`src/rtl/cola_pkg.sv`:
```
// Shared definitions for the cola buyer: one-hot FSM states, parameter defaults
// and a saturating counter helper.
package cola_pkg;

    typedef enum logic [3:0] {
        ST_IDLE = 4'b0001,
        ST_COIN = 4'b0010,
        ST_GAP  = 4'b0100,
        ST_WAIT = 4'b1000
    } state_e;

    localparam int DEF_PRICE   = 3;
    localparam int DEF_GAP     = 2;
    localparam int DEF_TIMEOUT = 8;

    function automatic logic [7:0] sat_inc8(input logic [7:0] val);
        return (val == 8'hFF) ? val : val + 8'd1;
    endfunction

endpackage

```
`src/rtl/cola_cycle_timer.sv`:
```
// Loadable 8-bit down-counter with zero flag; times the coin gap and the
// WAIT timeout of the cola buyer.
module cola_cycle_timer (
    input  logic       sys_clk,
    input  logic       sys_rst_n,
    input  logic       load_i,
    input  logic [7:0] load_val_i,
    input  logic       dec_i,
    output logic       zero_o
);

    logic [7:0] cnt_q;
    logic [7:0] cnt_d;

    // Load has priority over decrement; the counter parks at zero.
    always_comb begin
        cnt_d = cnt_q;
        if (load_i) begin
            cnt_d = load_val_i;
        end else if (dec_i && (cnt_q != 8'd0)) begin
            cnt_d = cnt_q - 8'd1;
        end else begin
            cnt_d = cnt_q;
        end
    end

    // Counter register.
    always_ff @(posedge sys_clk or negedge sys_rst_n) begin
        if (!sys_rst_n) begin
            cnt_q <= 8'd0;
        end else begin
            cnt_q <= cnt_d;
        end
    end

    assign zero_o = (cnt_q == 8'd0);

endmodule

```
`src/rtl/cola_buyer.sv`:
```
// Cola buyer: pays PRICE coin pulses spaced GAP idle cycles apart, then waits
// for the cola. Optional WAIT timeout is enabled by macro COLA_BUYER_TIMEOUT_EN.
module cola_buyer
    import cola_pkg::*;
#(
    parameter int PRICE   = DEF_PRICE,
    parameter int GAP     = DEF_GAP,
    parameter int TIMEOUT = DEF_TIMEOUT
) (
    input  logic       sys_clk,
    input  logic       sys_rst_n,
    input  logic       buy_req,
    input  logic       pi_cola,
    output logic       po_money,
    output logic       buy_busy,
    output logic       buy_done,
    output logic       buy_err,
    output logic [7:0] cola_cnt
);

    localparam logic [3:0] PRICE_LAST = 4'(PRICE - 1);
    localparam logic [7:0] GAP_LOAD   = 8'((GAP > 0) ? (GAP - 1) : 0);

    state_e     state_q;
    state_e     state_d;
    logic [3:0] coin_q;
    logic [3:0] coin_d;
    logic       tmr_load_s;
    logic [7:0] tmr_load_val_s;
    logic       tmr_dec_s;
    logic       tmr_zero_s;
    logic       done_s;
    logic       po_money_q;
    logic       buy_busy_q;
    logic       buy_done_q;
    logic [7:0] cola_cnt_q;
`ifdef COLA_BUYER_TIMEOUT_EN
    localparam logic [7:0] TO_LOAD = 8'(TIMEOUT - 1);
    logic       err_s;
    logic       buy_err_q;
`endif

    cola_cycle_timer u_timer (
        .sys_clk    (sys_clk),
        .sys_rst_n  (sys_rst_n),
        .load_i     (tmr_load_s),
        .load_val_i (tmr_load_val_s),
        .dec_i      (tmr_dec_s),
        .zero_o     (tmr_zero_s)
    );

    // Next-state, coin counting and timer control.
    always_comb begin
        state_d        = state_q;
        coin_d         = coin_q;
        tmr_load_s     = 1'b0;
        tmr_load_val_s = GAP_LOAD;
        tmr_dec_s      = 1'b0;
        done_s         = 1'b0;
`ifdef COLA_BUYER_TIMEOUT_EN
        err_s          = 1'b0;
`endif
        case (state_q)
            ST_IDLE: begin
                if (buy_req) begin
                    state_d = ST_COIN;
                    coin_d  = 4'd0;
                end else begin
                    state_d = ST_IDLE;
                end
            end
            ST_COIN: begin
                coin_d = coin_q + 4'd1;
                if (coin_q == PRICE_LAST) begin
                    state_d = ST_WAIT;
`ifdef COLA_BUYER_TIMEOUT_EN
                    tmr_load_s     = 1'b1;
                    tmr_load_val_s = TO_LOAD;
`endif
                end else if (GAP == 0) begin
                    state_d = ST_COIN;
                end else begin
                    state_d    = ST_GAP;
                    tmr_load_s = 1'b1;
                end
            end
            ST_GAP: begin
                if (tmr_zero_s) begin
                    state_d = ST_COIN;
                end else begin
                    tmr_dec_s = 1'b1;
                end
            end
            ST_WAIT: begin
                // A cola on the last allowed cycle beats the timeout.
                if (pi_cola) begin
                    state_d = ST_IDLE;
                    done_s  = 1'b1;
                end
`ifdef COLA_BUYER_TIMEOUT_EN
                else if (tmr_zero_s) begin
                    state_d = ST_IDLE;
                    err_s   = 1'b1;
                end else begin
                    tmr_dec_s = 1'b1;
                end
`else
                else begin
                    state_d = ST_WAIT;
                end
`endif
            end
            default: begin
                state_d = ST_IDLE;
            end
        endcase
    end

    // State, coin counter and registered outputs.
    always_ff @(posedge sys_clk or negedge sys_rst_n) begin
        if (!sys_rst_n) begin
            state_q    <= ST_IDLE;
            coin_q     <= 4'd0;
            po_money_q <= 1'b0;
            buy_busy_q <= 1'b0;
            buy_done_q <= 1'b0;
            cola_cnt_q <= 8'd0;
        end else begin
            state_q    <= state_d;
            coin_q     <= coin_d;
            po_money_q <= (state_d == ST_COIN);
            buy_busy_q <= (state_d != ST_IDLE);
            buy_done_q <= done_s;
            cola_cnt_q <= done_s ? sat_inc8(cola_cnt_q) : cola_cnt_q;
        end
    end

`ifdef COLA_BUYER_TIMEOUT_EN
    // Timeout error pulse register.
    always_ff @(posedge sys_clk or negedge sys_rst_n) begin
        if (!sys_rst_n) begin
            buy_err_q <= 1'b0;
        end else begin
            buy_err_q <= err_s;
        end
    end
    assign buy_err = buy_err_q;
`else
    assign buy_err = 1'b0;
`endif

    assign po_money = po_money_q;
    assign buy_busy = buy_busy_q;
    assign buy_done = buy_done_q;
    assign cola_cnt = cola_cnt_q;

endmodule

```
`config.mk`:
```
export PLATFORM = sky130hd
export DESIGN_NAME = cola_buyer
export DESIGN_NICKNAME = d
export VERILOG_FILES = /design/src/rtl/cola_pkg.sv /design/src/rtl/cola_cycle_timer.sv /design/src/rtl/cola_buyer.sv
export SDC_FILE = /design/constraint.sdc
export NUM_CORES = 1
export LEC_CHECK = 0
export CORE_AREA = 2 2 77 79
export CTS_CLUSTER_DIAMETER = 30
export DETAILED_ROUTE_END_ITERATION = 8
export DIE_AREA = 0 0 79 81
export GPL_TIMING_DRIVEN = 0
export MAX_ROUTING_LAYER = met4
export PLACE_DENSITY = 0.47
export SLEW_MARGIN = 40
export SYNTH_ARGS = -nofsm -noshare
export SYNTH_HDL_FRONTEND = slang
export SYNTH_SLANG_ARGS = --single-unit
```
`constraint.sdc`:
```
create_clock -name sys_clk -period 2.65 [get_ports sys_clk]
set_input_delay 0.265 -clock sys_clk [delete_from_list [all_inputs] [get_ports sys_clk]]
set_output_delay 0.265 -clock sys_clk [all_outputs]
set_load 0.01 [all_outputs]
```
==> run metrics <==
crit path kind=reg -> reg; Worst-Skew Late Latency=0.28 ns; cell leakage power=0.7126 nW; fraction of layout cells with a size suffix above 1=8.784%; hold_ws=-0.01578 ns; internal power=0.8472 mW; P_sw=0.5181 mW; largest net degree at the start of global routing=28; vias in the first global route=987; Post-Route WL=2731 µm; clock buffer depth=2; Switching Fraction=37.95%; post-route ant nets=0; xor and xnor area share after synthesis=7.183%; fin crit period=2.064 ns; Sum Neg Setup Slack=0 ns; routed vias=1019; hold_buf cts=0; status=finished with violations; Seq/Total Area, Yosys=50.47%; wire length per cell=12.25 µm; H-tree depth=1; DP Wirelength=1949 µm; Logic pwr share=34.8%; power density over cell area=845.2 nW/µm²; first-pass GRT wire length=4478 µm; Initial Utilization=23.63%; Final Power=1.365 mW; clock network power share=17.6%; grt ovf=0; Compound-Gate Fraction of Synth Area=9.515%; # IOs=16; endpoints failing setup=0; final worst-path cycle share=77.89%; Unique masters post-synth=37; Simple-Gate Fraction of Synth Area=23.69%; Max-cap violations=0; Slew HR=54.69%; Worst-path clk slew=0.10 ns; cell area after synthesis=1341 µm²; GPL Wtd Cong=0.8285; Total Nets Final=158; FF/Latch Area=676.9 µm²; Mapped Avg Cell Area=10.32 µm²; clk_skew=0.008663 ns; Worst EP required=2.86 ns; gr usage total=9.472%; starting DRC count in detailed routing=24; largest family of logic cells by synthesized area=simple AND/OR/NAND/NOR gates; Tightest Pin Transition=0.6703 ns; Avg Vias per Cell=4.570; CTS tree=yes; postcts setup bufs=0; Post-CTS Resized=0; register bit total from synthesis=27; TritonRoute pass-1 iters=4; FMAX=0.4845 GHz; failing checks=hold timing; reg2reg start=state_q[1]; Startpoint Class=flop; Buffers on Ports=14; Flop pwr share=47.6%; RSZ-0062 raised after global routing=false; Final Hold Fails=26; Critical Path Fanout Max=7; number of synthesized flops with an enable pin=0; # fillers=614; Rows=28; Slew Limit Fails=0; prevailing post-synth register cell=dfrtp_1; Crit. Startpoint=state_q[1]; Worst setup EP type=flop; core area=5675 µm²; Chip Height=81 µm; diode count=0; Hold Path Class=in -> async; initial antenna violation count=0; die width=79 µm; CTS sink cnt=27; DRC viols=0; Adder-Cell Fraction of Synth Area=4.664%; Async SR Flop Fraction=100.0%; Synthesis Warnings=0; Mapped Cells=130; multi-input logic area=629.4 µm²; syn nets=139; die area=6399 µm²; worst vdd ir=0.1921 mV; synthesis-to-finish area growth=20.43%; mux share of post-synthesis cell area=1.586%; clk root buf=clkbuf_8; Arrival @ worst endpoint=2.27 ns; CTS buffer count=3
-- through the flow --
| step | std cells | worst slack (ns) | hold WS, ns | util [%] | instance area (µm²) |
|---|---|---|---|---|---|
| 4_1_cts | 223 | 0.5726 | 0.01891 | 28.46 | 1615 |
| 6_report | 223 | 0.5859 | -0.01578 | 28.46 | 1615 |
| 3_5_place_dp | 219 | 0.5882 | 0.3250 | 27.67 | 1570 |
| 3_3_place_gp | 219 | 0.6063 | 0.4692 | 27.76 | 1575 |
| 5_1_grt | 223 | 0.4705 | 0.03481 | 28.46 | 1615 |
| 2_1_floorplan | 130 | 0.7348 | -0.03059 | - | 1341 |
-- power groups by stage --
| stage | clock [mW] | sequential, mW | combinational (mW) |
|---|---|---|---|
| after floorplan | 0 | 0.636 | 0.339 |
| after global placement | 0 | 0.645 | 0.473 |
| after detailed placement | 0 | 0.657 | 0.483 |
| after CTS | 0.247 | 0.650 | 0.484 |
| after global routing | 0.262 | 0.672 | 0.551 |
| final | 0.240 | 0.650 | 0.475 |
-- layer usage --
metal / share of wire, % / GRT usage [%]
met3: 2.8 / 1.778
met4: 2.3 / 5.690
met5: 0 / -
met2: 46 / 14.83
met1: 49 / 11.40
-- state kept, by name (all words and copies together) (netlist names) --
name,flops
buy_busy,1
buy_done,1
coin_q,4
cola_cnt,8
po_money,1
state_q,4
u_timer.cnt_q,8
-- path summary, 6_finish.rpt --
check,end,slack [ns],depth (start not counted)
min reg2reg,cola_cnt[7],0.50,1
min in group sys_clk,cola_cnt[7],0.50,1
min,coin_q[0],-0.02,1
max reg2reg,u_timer.cnt_q[5],0.59,5
max in group asynchronous,cola_cnt[4],2.26,1
max,u_timer.cnt_q[5],0.59,5
-- synth_stat cells, types with 2 or more instances --
master / n / area [µm²]
nor4b_1: 2 / 17.52
a211oi_1: 3 / 22.52
xnor2_1: 3 / 26.28
xor2_1: 8 / 70.07
or4b_1: 2 / 20.02
dfrtp_1: 26 / 650.6
or4_1: 2 / 15.01
nand4_1: 3 / 18.77
or3b_2: 2 / 17.52
or3_1: 2 / 12.51
nand3_1: 6 / 30.03
nor4_1: 3 / 18.77
nor2_1: 9 / 33.78
nor3b_1: 3 / 22.52
o21ai_0: 7 / 35.03
nand2_1: 12 / 45.04
nor3_1: 3 / 15.01
inv_1: 6 / 22.52
ha_1: 5 / 62.56
a21oi_1: 6 / 30.03
-- cell type report --
cell class | instances | share of cell area (%)
Buffer | 2 | 0.7746
Clock buffer | 4 | 2.789
Inverter | 6 | 1.394
Multi-Input combinational cell | 95 | 38.96
Sequential cell | 27 | 41.91
Tap cell | 75 | 5.809
Timing Repair Buffer | 14 | 8.366
-- critical path, stage by stage (launching register included) --
cell and delay (ns):
dfrtp_1 0.45, or4b_1 0.53, clkbuf_2 0.17, a21o_1 0.23, or4_1 0.47, a21oi_1 0.15
-- kinds of logic after synthesis --
kind of cell / Yosys count
fa+ha+maj: 5
buf+inv: 8
simple gates: 55
xor+xnor: 11
compound gates: 21
other cells: 1
flops: 27
mux: 2
-- layout by cell type, fill, tap and decap left out, drive strengths merged --
cell           instances
dfrtp                 26
clkdlybuf4s50         13
nand2                 12
nor2                   9
xor2                   8
o21ai                  7
inv                    6
a21oi                  6
nand3                  6
ha                     5
clkbuf                 5
nor4                   4
nor3b                  3
nor3                   3
nand4                  3
a211oi                 3
xnor2                  3
or3b                   2
or4                    2
or4b                   2
nor4b                  2
or3                    2
buf                    2
and4bb                 1
or2b                   1
o21a                   1
a21o                   1
mux2                   1
and2                   1
or2                    1
o31ai                  1
mux2i                  1
a2111oi                1
nand2b                 1
o311ai                 1
conb                   1
dfstp                  1
Power figures use the tool's default switching activity.
